===== src/rtl/vliw_spi_pkg.sv =====
// vliw_spi_pkg: state encoding and mode bit positions shared by
// the vliw_spi_master block and its clock generator.
package vliw_spi_pkg;

   typedef enum logic [1:0] {
      IDLE,
      LEAD,
      SHIFT,
      TRAIL
   } state_t;

   localparam int CPOL_BIT = 1;
   localparam int CPHA_BIT = 0;

endpackage


===== src/rtl/vliw_spi_clkgen.sv =====
// vliw_spi_clkgen: half-period tick generator. The divisor is captured
// on clr so a transfer runs at a fixed rate whatever the live input does.
module vliw_spi_clkgen #(
   parameter int DIV_W = 8
) (
   input  logic             clk,
   input  logic             rst,
   input  logic             clr,
   input  logic [DIV_W-1:0] divisor,
   output logic             tick
);

   logic [DIV_W-1:0] cnt;
   logic [DIV_W-1:0] div_l;

   assign tick = (cnt == div_l);

   always_ff @(posedge clk) begin
      if (rst) begin
         cnt   <= '0;
         div_l <= '0;
      end else if (clr) begin
         cnt   <= '0;
         div_l <= divisor;
      end else if (tick) begin
         cnt <= '0;
      end else begin
         cnt <= cnt + DIV_W'(1);
      end
   end

endmodule


===== src/rtl/vliw_spi_master.sv =====
// vliw_spi_master: parametrised full-duplex SPI master, CPOL/CPHA modes,
// MSB/LSB order. Define VLIW_SPI_CS_EN for chip selects with setup/hold.
module vliw_spi_master
   import vliw_spi_pkg::*;
#(
   parameter int WIDTH = 8,
   parameter int DIV_W = 8,
   parameter int NCS   = 1
) (
   input  logic             clk,
   input  logic             rst,
   input  logic [DIV_W-1:0] divisor,
   input  logic [1:0]       mode,
   input  logic             lsb_first,
   input  logic [WIDTH-1:0] din,
   input  logic             start,
   output logic [WIDTH-1:0] dout,
   output logic             busy,
   output logic             done,
   input  logic             DI,
`ifdef VLIW_SPI_CS_EN
   input  logic [((NCS > 1) ? $clog2(NCS) : 1)-1:0] cs_sel,
   input  logic             hold_cs,
   output logic [NCS-1:0]   CS_N,
`endif
   output logic             SCLK,
   output logic             DO
);

   localparam int EW = $clog2(2 * WIDTH);
   localparam logic [EW-1:0] LAST = EW'(2 * WIDTH - 1);

   state_t           state;
   state_t           state_nx;
   logic             tick;
   logic             accept;
   logic             sh_tick;
   logic             lead_edge;
   logic             last;
   logic             sample;
   logic             present;
   logic             finish;
   logic             tx_bit;
   logic [WIDTH-1:0] tx_sr;
   logic [WIDTH-1:0] rx_sr;
   logic [WIDTH-1:0] rx_nx;
   logic [EW-1:0]    ecnt;
   logic [1:0]       mode_l;
   logic             lsb_l;
`ifdef VLIW_SPI_CS_EN
   logic             hold_l;
`endif

   function automatic logic [WIDTH-1:0] shift_out(
      input logic [WIDTH-1:0] v,
      input logic             lsb
   );
      return lsb ? (v >> 1) : (v << 1);
   endfunction

   vliw_spi_clkgen #(.DIV_W(DIV_W)) u_clkgen (
      .clk     (clk),
      .rst     (rst),
      .clr     (accept),
      .divisor (divisor),
      .tick    (tick)
   );

   // a start coinciding with done is dropped so done is never masked
   assign accept    = (state == IDLE) && start && !done;
   assign sh_tick   = (state == SHIFT) && tick;
   assign lead_edge = ~ecnt[0];
   assign last      = (ecnt == LAST);
   assign sample    = sh_tick && (lead_edge ^ mode_l[CPHA_BIT]);
   assign present   = sh_tick && !(lead_edge ^ mode_l[CPHA_BIT]) && !last;
   assign tx_bit    = lsb_l ? tx_sr[0] : tx_sr[WIDTH-1];
   assign rx_nx     = lsb_l ? {DI, rx_sr[WIDTH-1:1]}
                            : {rx_sr[WIDTH-2:0], DI};
`ifdef VLIW_SPI_CS_EN
   assign finish    = (state == TRAIL) && tick;
`else
   assign finish    = sh_tick && last;
`endif

   always_ff @(posedge clk) begin
      if (rst) state <= IDLE;
      else     state <= state_nx;
   end

   always_comb begin
      state_nx = state;
      unique case (state)
`ifdef VLIW_SPI_CS_EN
         IDLE:    if (accept) state_nx = LEAD;
         SHIFT:   if (sh_tick && last) state_nx = TRAIL;
`else
         IDLE:    if (accept) state_nx = SHIFT;
         SHIFT:   if (sh_tick && last) state_nx = IDLE;
`endif
         LEAD:    if (tick) state_nx = SHIFT;
         TRAIL:   if (tick) state_nx = IDLE;
         default: state_nx = IDLE;
      endcase
   end

   always_ff @(posedge clk) begin
      if (rst) begin
         dout   <= '0;
         busy   <= 1'b0;
         done   <= 1'b0;
         SCLK   <= 1'b0;
         DO     <= 1'b0;
         tx_sr  <= '0;
         rx_sr  <= '0;
         ecnt   <= '0;
         mode_l <= '0;
         lsb_l  <= 1'b0;
`ifdef VLIW_SPI_CS_EN
         hold_l <= 1'b0;
         CS_N   <= '1;
`endif
      end else begin
         done <= 1'b0;
         if (state == IDLE) begin
            SCLK <= mode[CPOL_BIT];
            DO   <= 1'b0;
         end
         if (accept) begin
            busy   <= 1'b1;
            mode_l <= mode;
            lsb_l  <= lsb_first;
            rx_sr  <= '0;
            ecnt   <= '0;
            // CPHA=0 has its first bit on the wire before any edge
            if (!mode[CPHA_BIT]) begin
               DO    <= lsb_first ? din[0] : din[WIDTH-1];
               tx_sr <= shift_out(din, lsb_first);
            end else begin
               tx_sr <= din;
            end
`ifdef VLIW_SPI_CS_EN
            hold_l <= hold_cs;
            CS_N   <= ~(NCS'(1) << cs_sel);
`endif
         end
         if (sh_tick) begin
            SCLK <= ~SCLK;
            ecnt <= ecnt + EW'(1);
         end
         if (state == TRAIL) SCLK <= mode_l[CPOL_BIT];
         if (sample) rx_sr <= rx_nx;
         if (present) begin
            DO    <= tx_bit;
            tx_sr <= shift_out(tx_sr, lsb_l);
         end
         if (finish) begin
            dout <= sample ? rx_nx : rx_sr;
            done <= 1'b1;
            busy <= 1'b0;
`ifdef VLIW_SPI_CS_EN
            if (!hold_l) CS_N <= '1;
`endif
         end
      end
   end

endmodule


===== config.mk =====
export PLATFORM = sky130hd
export DESIGN_NAME = vliw_spi_master
export DESIGN_NICKNAME = d
export VERILOG_FILES = /design/src/rtl/vliw_spi_pkg.sv /design/src/rtl/vliw_spi_clkgen.sv /design/src/rtl/vliw_spi_master.sv
export SDC_FILE = /design/constraint.sdc
export NUM_CORES = 1
export LEC_CHECK = 0
export ABC_AREA = 1
export BUFFER_PORTS_ARGS = -buffer_cell sky130_fd_sc_hd__clkbuf_2
export CAP_MARGIN = 20
export CORE_ASPECT_RATIO = 0.9
export CORE_MARGIN = 2
export CORE_UTILIZATION = 30
export CTS_CLUSTER_SIZE = 25
export DETAILED_ROUTE_END_ITERATION = 8
export PLACE_DENSITY = 0.51
export SLEW_MARGIN = 5
export SYNTH_ARGS = -nofsm -noshare
export SYNTH_HDL_FRONTEND = slang
export SYNTH_SLANG_ARGS = --single-unit

===== constraint.sdc =====
create_clock -name clk -period 2.53 [get_ports clk]
set_clock_uncertainty 0.05 [all_clocks]
set_input_delay 0.1265 -clock clk [delete_from_list [all_inputs] [get_ports clk]]
set_output_delay 0.1265 -clock clk [all_outputs]
set_load 0.05 [all_outputs]

## After elaboration in Yosys (flattened, before gate mapping)

Index checks and enable logic that the tools add are counted.

- Flip-flop bits (word level): 53
- Bits of input ports: 23
- Output and inout bits: 12
- Word-level logic and storage cells: 71

- $add $sub $neg: 2
- Equality and inequality tests: 9
- Muxes and demuxes: 26
- Bitwise gates (word level): 3
- Reductions and logical operators: 18

Operator list:

| operator | count |
|---|---|
| two-way mux 8 bit | 9 |
| two-way mux 1 bit | 10 |
| adder 8 x 1 -> 8 bit (second input constant) | 1 |
| == test 8 bit | 1 |
| two-way mux 2 bit | 4 |
| two-way mux 4 bit | 2 |
| inequality test 2 bit (second input constant) | 4 |
| one-hot mux 2 bit (4 select lines) | 1 |
| logical AND 1 bit | 7 |
| nonzero test 2 bit | 3 |
| adder 4 x 1 -> 4 bit (second input constant) | 1 |
| == test 2 bit (second input constant) | 2 |
| == test 4 bit (second input constant) | 1 |
| AND reduction 4 bit | 1 |
| zero test 1 bit | 3 |
| nonzero test 3 bit | 1 |
| OR reduction 3 bit | 1 |
| == test 2 x 1 -> 1 bit (second input constant) | 1 |
| zero test 2 bit | 1 |
| inverter 1 bit | 2 |
| OR reduction 2 bit | 1 |
| XOR 1 bit | 1 |

## Logic depth before layout (Yosys ltp)

Gate-level depths: netlist (run 1).

- Depth after elaboration: 6
- Gate-level depth with buffers: 13
- Depth with buffers taken out: 12

## Cells and area by module

Synthesis (run 1) repeated with hierarchy kept, for this count alone.

- Cells, all modules: 420
- Area total of the unflattened synthesis: 2,755.1 um^2

By module, submodules not included:

| module | instances | cells an instance | area each (um^2) | seq. area each (um^2) |
|---|---|---|---|---|
| vliw_spi_master | 1 | 319 | 2,010.7 | 700.7 |
| vliw_spi_clkgen | 1 | 101 | 744.5 | 320.3 |

## Least setup slack after synthesis (run 1)

No wires, ideal clock.

- Path kind: reg-to-reg
- From: register done
- To: register u_clkgen.cnt[3]
- Library setup time: 0.072 ns
- Arrival time: 1.580 ns
- Data required time: 2.408 ns
- Path slack: 0.828 ns
- Cell stages (with the launch flop): 9
- Buffers on the path: 1
- Period minus slack after synthesis: 1.702 ns
- Cell sequence: dfxtp_1 -> inv_1 -> nand2_1 -> nor2_1 -> inv_2 -> nand2_2 -> or2_1 -> buf_2 -> nor3b_2

- Cells in the longest elaborated chain, start to end: 3

Ends and longest elaborated chain:

| item | line | RTL |
|---|---|---|
| start: declaration | vliw_spi_master.sv:19 | `output logic done,` |
| start signal: assignment | vliw_spi_master.sv:110 | `done <= 1'b0;` |
| start signal: assignment | vliw_spi_master.sv:123 | `done <= 1'b0;` |
| start signal: assignment | vliw_spi_master.sv:158 | `done <= 1'b1;` |
| zero test 1 bit | vliw_spi_master.sv:70 | `assign accept = (state == IDLE) && start && !done;` |
| logical AND 1 bit | vliw_spi_master.sv:70 |  |
| OR reduction 3 bit (no line) | -- |  |
| end signal: assignment | vliw_spi_clkgen.sv:28 | `cnt <= cnt + DIV_W'(1);` |
| end: declaration | vliw_spi_clkgen.sv:13 | `logic [DIV_W-1:0] cnt;` |

No other way between the ends.
A chain may end at the register's enable or synchronous reset.

## Final worst setup path (run 1)

- From: register ecnt[0]
- To: register dout[6]

- Cells in the longest elaborated chain, start to end: 4
- Elaborated cells on any way between the ends: 6
- Those cells by class: eq/ne: 1; mux: 1; bitwise: 2; reduce/logical: 2

Ends and longest elaborated chain:

| item | line | RTL |
|---|---|---|
| start: declaration | vliw_spi_master.sv:47 | `logic [EW-1:0] ecnt;` |
| start signal: assignment | vliw_spi_master.sv:148 | `ecnt <= ecnt + EW'(1);` |
| inverter 1 bit | vliw_spi_master.sv:72 | `assign lead_edge = ~ecnt[0];` |
| XOR 1 bit | vliw_spi_master.sv:74 | `assign sample = sh_tick && (lead_edge ^ mode_l[CPHA_BIT]);` |
| logical AND 1 bit | vliw_spi_master.sv:74 |  |
| two-way mux 8 bit | vliw_spi_master.sv:157 | `dout <= sample ? rx_nx : rx_sr;` |
| end signal: assignment | vliw_spi_master.sv:157 |  |
| end: declaration | vliw_spi_master.sv:17 | `output logic [WIDTH-1:0] dout,` |

Several ways; a longest one is shown, not always the timed one.

==> results of run 1 <==
final cells by class:
class | count | area, um^2
well taps | 119 | 149
repair buffers | 42 | 230
clock buffers | 6 | 82.6
inverters | 42 | 163
multi-input cells | 276 | 1380
clock inverters | 2 | 38.8
fillers | 957 | 5510
flip-flops and latches | 51 | 1020
worst max-delay path, delay by kind of cell (launching register included):
family           cells  cell delay, ps
AND/OR/NAND/NOR      5             790
flip-flops           1             390
XOR/XNOR             1             490
per-stage QoR:
stage / util [%] / instance area, um^2 / setup WS (ps) / std cells / hold WS (ps)
2_1_floorplan: - / 2640 / 828 / 384 / 225
3_3_place_gp: 34.3 / 2940 / 758 / 530 / 366
3_5_place_dp: 34.3 / 2940 / 754 / 530 / 366
4_1_cts: 35.7 / 3060 / 703 / 538 / 44.2
5_1_grt: 35.7 / 3060 / 543 / 538 / 61.0
6_report: 35.7 / 3060 / 727 / 538 / 46.4
cells by family after synthesis:
family	synth area share, %
buf+inv	9.19
fa+ha+maj	0.947
flops	38.7
xor+xnor	1.61
mux	1.14
compound gates	14.4
simple gates	34.0
registers in the layout, indices dropped and copies added (netlist names):
name and count:
DO 1, SCLK 1, busy 1, done 1
dout 8, ecnt 4, lsb_l 1, mode_l 1
rx_sr 8, state 1, tx_sr 8, u_clkgen.cnt 8
u_clkgen.div_l 8
worst max-delay path by stage:
stage | start | endpoint | slack, ps | cells past startpoint
finish | ecnt[0] | dout[6] | 730 | 6
global route | ecnt[0] | dout[5] | 540 | 6
CTS | ecnt[0] | dout[6] | 700 | 6
detailed placement | ecnt[0] | dout[6] | 750 | 6
global placement | ecnt[0] | dout[6] | 760 | 6
floorplan | done | u_clkgen.cnt[3] | 830 | 8
routing by layer:
| layer | wire length [um] | vias to the layer above | share of wire, % | global-route usage (%) |
|---|---|---|---|---|
| li1 | - | 1315 | - | - |
| met1 | 3360 | 1105 | 54 | 20.4 |
| met2 | 2580 | 55 | 41 | 20.8 |
| met3 | 256 | 2 | 4.1 | 2.24 |
| met4 | 40 | 0 | 0.64 | 3.29 |
| met5 | 0 | - | 0 | 0 |
power by group:
group / leakage, nW / total [mW] / internal (mW) / switching, mW
sequential: 0.415 / 0.858 / 0.833 / 0.0244
clock: 0.0618 / 0.605 / 0.326 / 0.279
combinational: 0.942 / 0.267 / 0.0892 / 0.177
Yosys cell counts, types with 2 or more instances:
master,instances
nand3_1,11
nand2_2,2
clkbuf_1,7
mux2i_1,3
nor3_1,2
nand2_1,143
ha_1,2
o22ai_1,7
nand2_4,2
inv_1,37
dfxtp_1,51
buf_2,4
o21ai_0,22
o211ai_1,2
nand4_1,16
a21oi_1,29
nor2_1,14
nor3b_2,2
o221ai_1,4
inv_2,4
buf_6,2
a21oi_2,2
xor2_1,3
layout by cell type, fill, tap and decap left out:
master     instances
a21oi_2            2
o31ai_1            1
nand2_2            2
mux2i_1            3
nor3_1             2
buf_4              8
nand3_4            1
nor2_4             1
dfxtp_1           51
o22ai_1            7
nand3_1           11
inv_1             37
bufinv_16          1
o211ai_1           2
nand4_1           16
xor2_1             3
nand2_1          143
nand2_4            2
nor2_1            14
clkbuf_2          34
nor3_4             1
o221ai_1           4
o21a_1             1
nor2_8             1
o21ai_0           22
xnor2_2            1
ha_1               2
nor2_2             1
nor3b_2            2
clkbuf_8           6
or2_2              1
inv_6              2
a21oi_1           29
inv_2              4
or2_1              1
==> flow_summary_export.csv, run 1 <==
group,metric,value,unit
yosys,syn_area_per_cell,6.88,um^2
clock_tree,cts_resized,0,
floorplanning,core_area,8570,um^2
timing,rsz0062_at_grt,"false",
yosys,synthFlopType,"dfxtp_1",
floorplanning,die_y,93.0,um
yosys,synth-async-reset-ratio,0,%
worst_setup_path,cp-end-kind,"register",
run,drv_cap,0,
timing,period_minus_slack,1800,ps
worst_setup_path,reg2reg_to,"dout[6]",
yosys,synthesis.nets,409,
timing,fin_crit_sh,71.3,%
floorplanning,pin_count,35,
worst_setup_path,crit_fanout,10,
place,routabilityCongestion,0.809,
worst_setup_path,cpMaxStageDelayCell,"xnor2_2",
worst_setup_path,regToRegStartpoint,"ecnt[0]",
yosys,yosysSeqAreaShare,38.7,%
floorplanning,die_w,103,um
timing,maxSlewHeadroom,61.6,%
clock_tree,cts_tree,"yes",
worst_setup_path,r2r_slack,730,ps
place,port_buffers,34,
floorplanning,die_area,9570,um^2
detailed_routing,dr.pass1.iters,4,
yosys,synth.area.top_cells,"dfxtp_1, nand2_1, a21oi_1",
worst_setup_path,worstRegToRegCells,6,
global_routing,antenna_found_initial,0,
worst_setup_path,critPathMaxStageDelay,490,ps
worst_hold_path,hold_path_class,"primary input to register",
clock_tree,cts_max_path_buffers,2,
global_routing,grt_pass1_vias,2293,
worst_hold_path,min_path_cells,3,
timing,maxSlewViolCount,0,
yosys,synth_edf_count,0,
place,dp_hpwl,4490,um
worst_hold_path,hp-start,"lsb_first",
layout,nets,443,
clock_tree,post-cts-setup-buffers,0,
timing,hold_viol,0,
clock_tree,cts_sinks,51,
clock_tree,cts_hold_buf,0,
detailed_routing,vias,2477,
worst_setup_path,crit_chain,"xnor2_2 -> nand3_1 -> nand2_1 -> nand2_1 -> nand2_1 -> nand2_1",
detailed_routing,drt.antenna.violating_nets,0,
clock_tree,cts_root_buffer,"clkbuf_8",
timing,tightest_slew,573,ps
power_and_ir_drop,power.density,565,nW/um^2
global_routing,gr-usage-all-layers,13.8,%
worst_setup_path,cpMostUsedCell,"nand2_1",
worst_setup_path,arrival,1960,ps
global_routing,grt_pass1_wl,10700,um
detailed_routing,avgRoutedWirePerCell,11.6,um
clock_tree,clkTransAtPathRegs,100,ps
worst_hold_path,min_to,"lsb_l",
clock_tree,clk_latency,300,ps
layout,drive_gt1_share,16.7,%
yosys,yosysTopAreaCellShare,38.7,%
worst_setup_path,cp-start-kind,"register",
yosys,yosysWarnings,0,
detailed_routing,totalWireLength,6230,um
yosys,ys_types,36,
floorplanning,rows,32,
floorplanning,initial_core_util,30.8,%
global_routing,grt_max_degree,28,
yosys,synth_cells,384,
yosys,synth_largest_area_cell,"dfxtp_1",
layout,area.growth.synth_to_final,15.9,%
timing,finalSetupTns,0,ps
detailed_routing,viasPerCell,4.60,
clock_tree,htreeDepth,2,
outcome,status,"finished, final reports clean",
power_and_ir_drop,vdd_drop_max,249,uV
yosys,ys_ff_latch,51,
timing,setup_viol,0,
worst_setup_path,crit_required,2690,ps
power_and_ir_drop,p_leak,1.42,nW
global_routing,grt-ovfl-total,0,
detailed_routing,drcViolationCount,0,
clock_tree,numCtsBuffers,5,
detailed_routing,dr.first_iter.drc_count,122,
yosys,netlist_area,2640,um^2
worst_setup_path,path_class,"register to register",
timing,fmax,554,MHz
layout,antenna_cells,0,
power_and_ir_drop,p_total,1.73,mW
No activity file was read; power rests on OpenSTA's default activity.
==> inputs of run 2 (changes only) <==
Settings changed: ABC_AREA 1 to 0.
Clock period 2.53 ns to 1.71 ns, I/O delays scaled along.
==> run 2 against run 1 <==
Compared with the run above: the flow now finishes with violations (negative setup slack); sequential share of layout area shrank 6.1 points; synthesized cell count shrank 17%; critical endpoint is now dout[7]; core utilization grew 5.8 points; count of clock-buffer cells in the layout shrank 1; worst setup slack lost 860 ps.
==> flow_summary_export.csv, run 2 <==
group,metric,value,unit
outcome,status,"finished with violations",
outcome,violations,"negative setup slack",
clock_tree,clk_latency,300,ps
layout,antenna_cells,0,
place,placed_cells,497,
floorplanning,die_area,10100,um^2
yosys,ys_ff_latch,51,
layout,drive_gt1_share,33.2,%
floorplanning,die_w,106,um
layout,nets,416,
yosys,syn_area_per_cell,8.74,um^2
yosys,synth_edf_count,0,
layout,multiInputGateArea,1850,um^2
worst_setup_path,cp-end-kind,"register",
yosys,yosysMostFrequentCell,"dfxtp_1",
global_routing,grt-ovfl-total,0,
layout,area.growth.synth_to_final,35.2,%
yosys,netlist_area,2790,um^2
clock_tree,clkTransAtPathRegs,100,ps
timing,period_minus_slack,1840,ps
clock_tree,cts_sinks,51,
worst_setup_path,regToRegStartpoint,"u_clkgen.div_l[4]",
yosys,ys_types,40,
worst_setup_path,arrival,1980,ps
detailed_routing,vias,2446,
worst_setup_path,crit_chain,"xor2_2 -> or3b_4 -> or4_4 -> mux2i_1",
run,drv_cap,0,
clock_tree,htreeDepth,2,
global_routing,gr-usage-all-layers,13.8,%
global_routing,antenna_found_initial,0,
layout,register_area,1030,um^2
worst_hold_path,min_path_cells,3,
yosys,synthFlopType,"dfxtp_1",
yosys,synth_largest_area_cell,"dfxtp_1",
layout,final_common_cell,"dfxtp_1",
detailed_routing,dr.pass1.iters,5,
global_routing,grt_pass1_vias,2311,
yosys,synth_cells,319,
detailed_routing,drt.antenna.violating_nets,0,
place,port_buffers,34,
layout,n_fill_cell,904,
floorplanning,core_area,9080,um^2
detailed_routing,avgRoutedWirePerCell,13.0,um
yosys,yosysSeqAreaShare,36.6,%
worst_setup_path,r2r_slack,-130,ps
detailed_routing,dr.first_iter.drc_count,99,
worst_setup_path,crit_required,1850,ps
detailed_routing,totalWireLength,6690,um
timing,fin_crit_sh,108,%
timing,fmax,544,MHz
yosys,yosysTopAreaCellShare,36.6,%
yosys,synth-async-reset-ratio,0,%
yosys,synth_common_cells,"dfxtp_1, mux2i_1, nand2_1",
layout,final_cell_mix,"dfxtp_1, mux2i_1, buf_4",
power_and_ir_drop,p_leak,1.52,nW
timing,maxSlewHeadroom,73.2,%
yosys,yosysWarnings,0,
floorplanning,die_y,95.5,um
worst_setup_path,worstRegToRegCells,4,
timing,setup_viol,25,
floorplanning,initial_core_util,30.7,%
clock_tree,numCtsBuffers,5,
worst_hold_path,hold_path_class,"primary input to register",
worst_setup_path,cpMaxStageDelayCell,"or4_4",
layout,stdcell_count,513,
worst_setup_path,critPathMaxStageDelay,540,ps
worst_setup_path,path_class,"register to register",
worst_hold_path,min_to,"state[1]",
floorplanning,rows,33,
worst_setup_path,startpoint,"u_clkgen.div_l[4]",
clock_tree,post-cts-setup-buffers,0,
yosys,synth.area.top_cells,"dfxtp_1, mux2i_1, nand2_1",
power_and_ir_drop,vdd_drop_max,522,uV
power_and_ir_drop,p_total,2.78,mW
floorplanning,pin_count,35,
detailed_routing,viasPerCell,4.77,
global_routing,grt_pass1_wl,11300,um
yosys,synthesis.nets,344,
worst_setup_path,crit_fanout,8,
timing,rsz0062_at_grt,"true",
timing,maxSlewViolCount,0,
worst_hold_path,hp-start,"start",
timing,layout_setup_ws,-129,ps
clock_tree,cts_max_path_buffers,2,
worst_setup_path,reg2reg_to,"dout[7]",
place,routabilityCongestion,0.775,
place,dp_hpwl,4850,um
global_routing,grt_max_degree,33,
timing,finalSetupTns,-2200,ps
layout,fin_util,41.5,%
clock_tree,cts_root_buffer,"clkbuf_8",
worst_setup_path,cp-start-kind,"register",
timing,hold_viol,0,
clock_tree,cts_tree,"yes",
timing,tightest_slew,403,ps
power_and_ir_drop,power.density,738,nW/um^2
detailed_routing,drcViolationCount,0,
run 2: cell types whose count changed after synthesis, moves of 10 or more:
cell,change
nand4_1,-15
inv_1,-35
mux2i_1,+39
nor2_1,+16
o21ai_0,-16
a21oi_1,-14
clkbuf_1,+10
nand2_1,-109
run 2: through the flow:
step	hold WS [ps]	area, um^2	setup slack, ps
2_1_floorplan	171	2810	-201
3_3_place_gp	262	3390	-319
3_5_place_dp	268	3390	-327
4_1_cts	57.0	3630	-130
5_1_grt	109	3770	-198
6_report	90.3	3770	-129
run 2: area by class of cell:
class | instances | area share (%)
clock buffer | 5 | 1.83
clock inverter | 2 | 0.996
inverter | 2 | 0.199
multi-input combinational | 244 | 49.1
sequential | 51 | 27.2
tap | 122 | 4.05
timing repair buffer | 87 | 16.6
run 2: logic make-up after synthesis:
| group | synth area share, % |
|---|---|
| buffers and inverters | 3.59 |
| DFF | 36.6 |
| muxes | 18.3 |
| AOI/OAI and AO/OA | 10.4 |
| xor gates and xnor gates | 5.93 |
| adders and majority gates | 0.898 |
| and+or+nand+nor | 24.2 |
run 2: routing by layer:
metal / up-vias / track usage (%) / share of wire, %
met5: - / 0 / 0
met4: 0 / 3.51 / 0.88
met3: 5 / 2.32 / 2.2
met2: 36 / 21.2 / 43
met1: 1121 / 20.1 / 54
li1: 1284 / - / -
run 2: repair_timing:
item                       CTS  global route
hold buffers                 8             0
setup endpoints to repair   30            43
gates resized for setup     11            30
cloned                       1             0
pin swaps                    2             5
hold endpoints to repair     8             0
run 2: power breakdown:
group / total [mW] / internal, mW / switching (mW)
Clock: 0.832 / 0.428 / 0.404
Combinational: 0.681 / 0.315 / 0.366
Sequential: 1.27 / 1.23 / 0.0378
Total: 2.78 / 1.98 / 0.808
run 2: critical path, delay by kind of cell (launching register included):
family	cells	cell delay, ps
flip-flops	1	350
multiplexers	1	160
AND/OR/NAND/NOR	2	990
XOR/XNOR	1	180
run 2: worst max-delay path by stage:
stage               end  slack, ps  cells past startpoint
5_1_grt         dout[1]       -200                      4
3_5_place_dp   tx_sr[2]       -330                      4
6_report        dout[7]       -130                      4
3_3_place_gp   tx_sr[2]       -320                      4
4_1_cts         dout[7]       -130                      4
2_1_floorplan  rx_sr[4]       -200                      5
==> inputs of run 3 (changes only) <==
Settings changed: CORE_ASPECT_RATIO 0.9 to 2.
Clock period 1.71 ns to 2.3 ns, I/O delays scaled along.
==> run 3 against run 2 <==
Compared with the run above: the run now ends clean; fmax fell by 9.7%; global-route usage rose by 0.20 points; flip-flop and latch count did not move; clock power fell by 10%; count of clock-buffer cells in the layout rose by 1; worst setup slack improved by 390 ps; via count fell by 4.5%; critical path depth did not move; combinational power fell by 43%; non-clock buffer count fell by 31; core utilization fell by 4.5 points; first-iteration DRC count fell by 36%; critical path type unchanged; critical endpoint is now tx_sr[2].
==> flow_summary_export.csv, run 3 (same netlist as run 2, synthesis figures left out) <==
group,metric,value,unit
layout,n_fill_cell,941,
timing,tightest_slew,633,ps
floorplanning,initial_core_util,30.9,%
layout,final_cell_mix,"dfxtp_1, mux2i_1, nand2_1, clkbuf_2, nor2_1",
timing,worst_hold_slack,16.6,ps
clock_tree,cts_resized,0,
worst_hold_path,hold_path_class,"primary input to register",
detailed_routing,dr.first_iter.drc_count,63,
timing,period_minus_slack,2040,ps
detailed_routing,drt.antenna.violating_nets,0,
floorplanning,core_area,9010,um^2
global_routing,antenna_found_initial,0,
layout,register_area,1020,um^2
clock_tree,cts_root_buffer,"clkbuf_16",
clock_tree,cts_sinks,51,
detailed_routing,totalWireLength,6800,um
power_and_ir_drop,power.density,623,nW/um^2
layout,fin_util,37.0,%
worst_setup_path,cp-start-kind,"register",
worst_setup_path,worstRegToRegCells,4,
clock_tree,htreeDepth,2,
detailed_routing,vias,2335,
layout,area.growth.synth_to_final,19.7,%
layout,drive_gt1_share,20.1,%
worst_setup_path,cp-end-kind,"register",
detailed_routing,viasPerCell,5.07,
timing,setup_viol,0,
timing,finalSetupTns,0,ps
global_routing,grt-ovfl-total,0,
floorplanning,die_y,140,um
worst_setup_path,crit_required,2460,ps
worst_setup_path,crit_fanout,11,
run,drv_cap,0,
worst_hold_path,min_path_cells,3,
floorplanning,die_w,72.2,um
timing,hold_viol,0,
timing,maxSlewHeadroom,57.4,%
floorplanning,rows,49,
detailed_routing,drcViolationCount,0,
place,dp_hpwl,5060,um
detailed_routing,dr.pass1.iters,4,
power_and_ir_drop,vdd_drop_max,328,uV
global_routing,gr-usage-all-layers,14.0,%
global_routing,grt_max_degree,34,
layout,antenna_cells,0,
worst_setup_path,arrival,2190,ps
clock_tree,cts_max_path_buffers,2,
worst_setup_path,path_class,"register to register",
timing,rsz0062_at_grt,"false",
layout,multiInputGateArea,1670,um^2
clock_tree,clkTransAtPathRegs,70,ps
timing,fin_crit_sh,88.5,%
timing,fmax,491,MHz
floorplanning,pin_count,35,
outcome,status,"finished, final reports clean",
floorplanning,die_area,10100,um^2
layout,nets,384,
clock_tree,numCtsBuffers,5,
detailed_routing,avgRoutedWirePerCell,14.7,um
place,port_buffers,34,
power_and_ir_drop,p_leak,1.34,nW
clock_tree,cts_tree,"yes",
layout,final_common_cell,"dfxtp_1",
place,routabilityCongestion,0.802,
timing,maxSlewViolCount,0,
clock_tree,clk_latency,290,ps
global_routing,grt_pass1_wl,11100,um
global_routing,grt_pass1_vias,2303,
[run 3: timing repair]
item / CTS / global route
hold endpoints to repair: 7 / 0
buffers inserted: 0 / 0
hold buffers: 7 / 0
endpoints found under the setup margin: 0 / 0
[run 3: layout make-up]
| cell class | count | share of cell area [%] |
|---|---|---|
| multi-input cells | 243 | 50.1 |
| flip-flops and latches | 51 | 30.6 |
| repair buffers | 56 | 10.9 |
| clock buffers | 6 | 4.16 |
| well taps | 102 | 3.82 |
| inverters | 2 | 0.225 |
| clock inverters | 1 | 0.150 |
[run 3: path summary, 6_finish.rpt]
| path | startpoint | endpoint | slack, ps |
|---|---|---|---|
| worst max-delay path | u_clkgen.cnt[5] | tx_sr[2] | 260 |
| worst min-delay path | divisor[5] | u_clkgen.div_l[5] | 20 |
| worst max register to register | u_clkgen.cnt[5] | tx_sr[2] | 260 |
| worst min register to register | u_clkgen.div_l[5] | u_clkgen.div_l[5] | 420 |
[run 3: metrics by stage]
stage	instance area (um^2)	std cells	total power, mW	setup WS (ps)
global route	3340	461	2.19	107
finish	3340	461	2.08	265
CTS	3340	461	2.12	237
global placement	3120	446	1.34	302
floorplan	2790	319	1.23	381
detailed placement	3120	447	1.35	250
[run 3: per-layer routing]
layer	track usage [%]	wire length, um	vias to the layer above
li1	-	-	1216
met1	13.9	2580	1080
met2	27.1	3870	27
met3	2.37	144	12
met4	6.16	198	0
met5	0	0	-
[run 3: power breakdown]
part	leakage, nW	switching (mW)	internal (mW)
clock	0.0727	0.320	0.425
combinational	0.853	0.227	0.161
sequential	0.415	0.0289	0.916
total	1.34	0.576	1.50
[run 3: worst max-delay path, stage by stage (launching register included)]
cell and delay, ps:
dfxtp_1 350, xor2_1 160, or3b_1 540, or4_1 590, a211oi_1 260
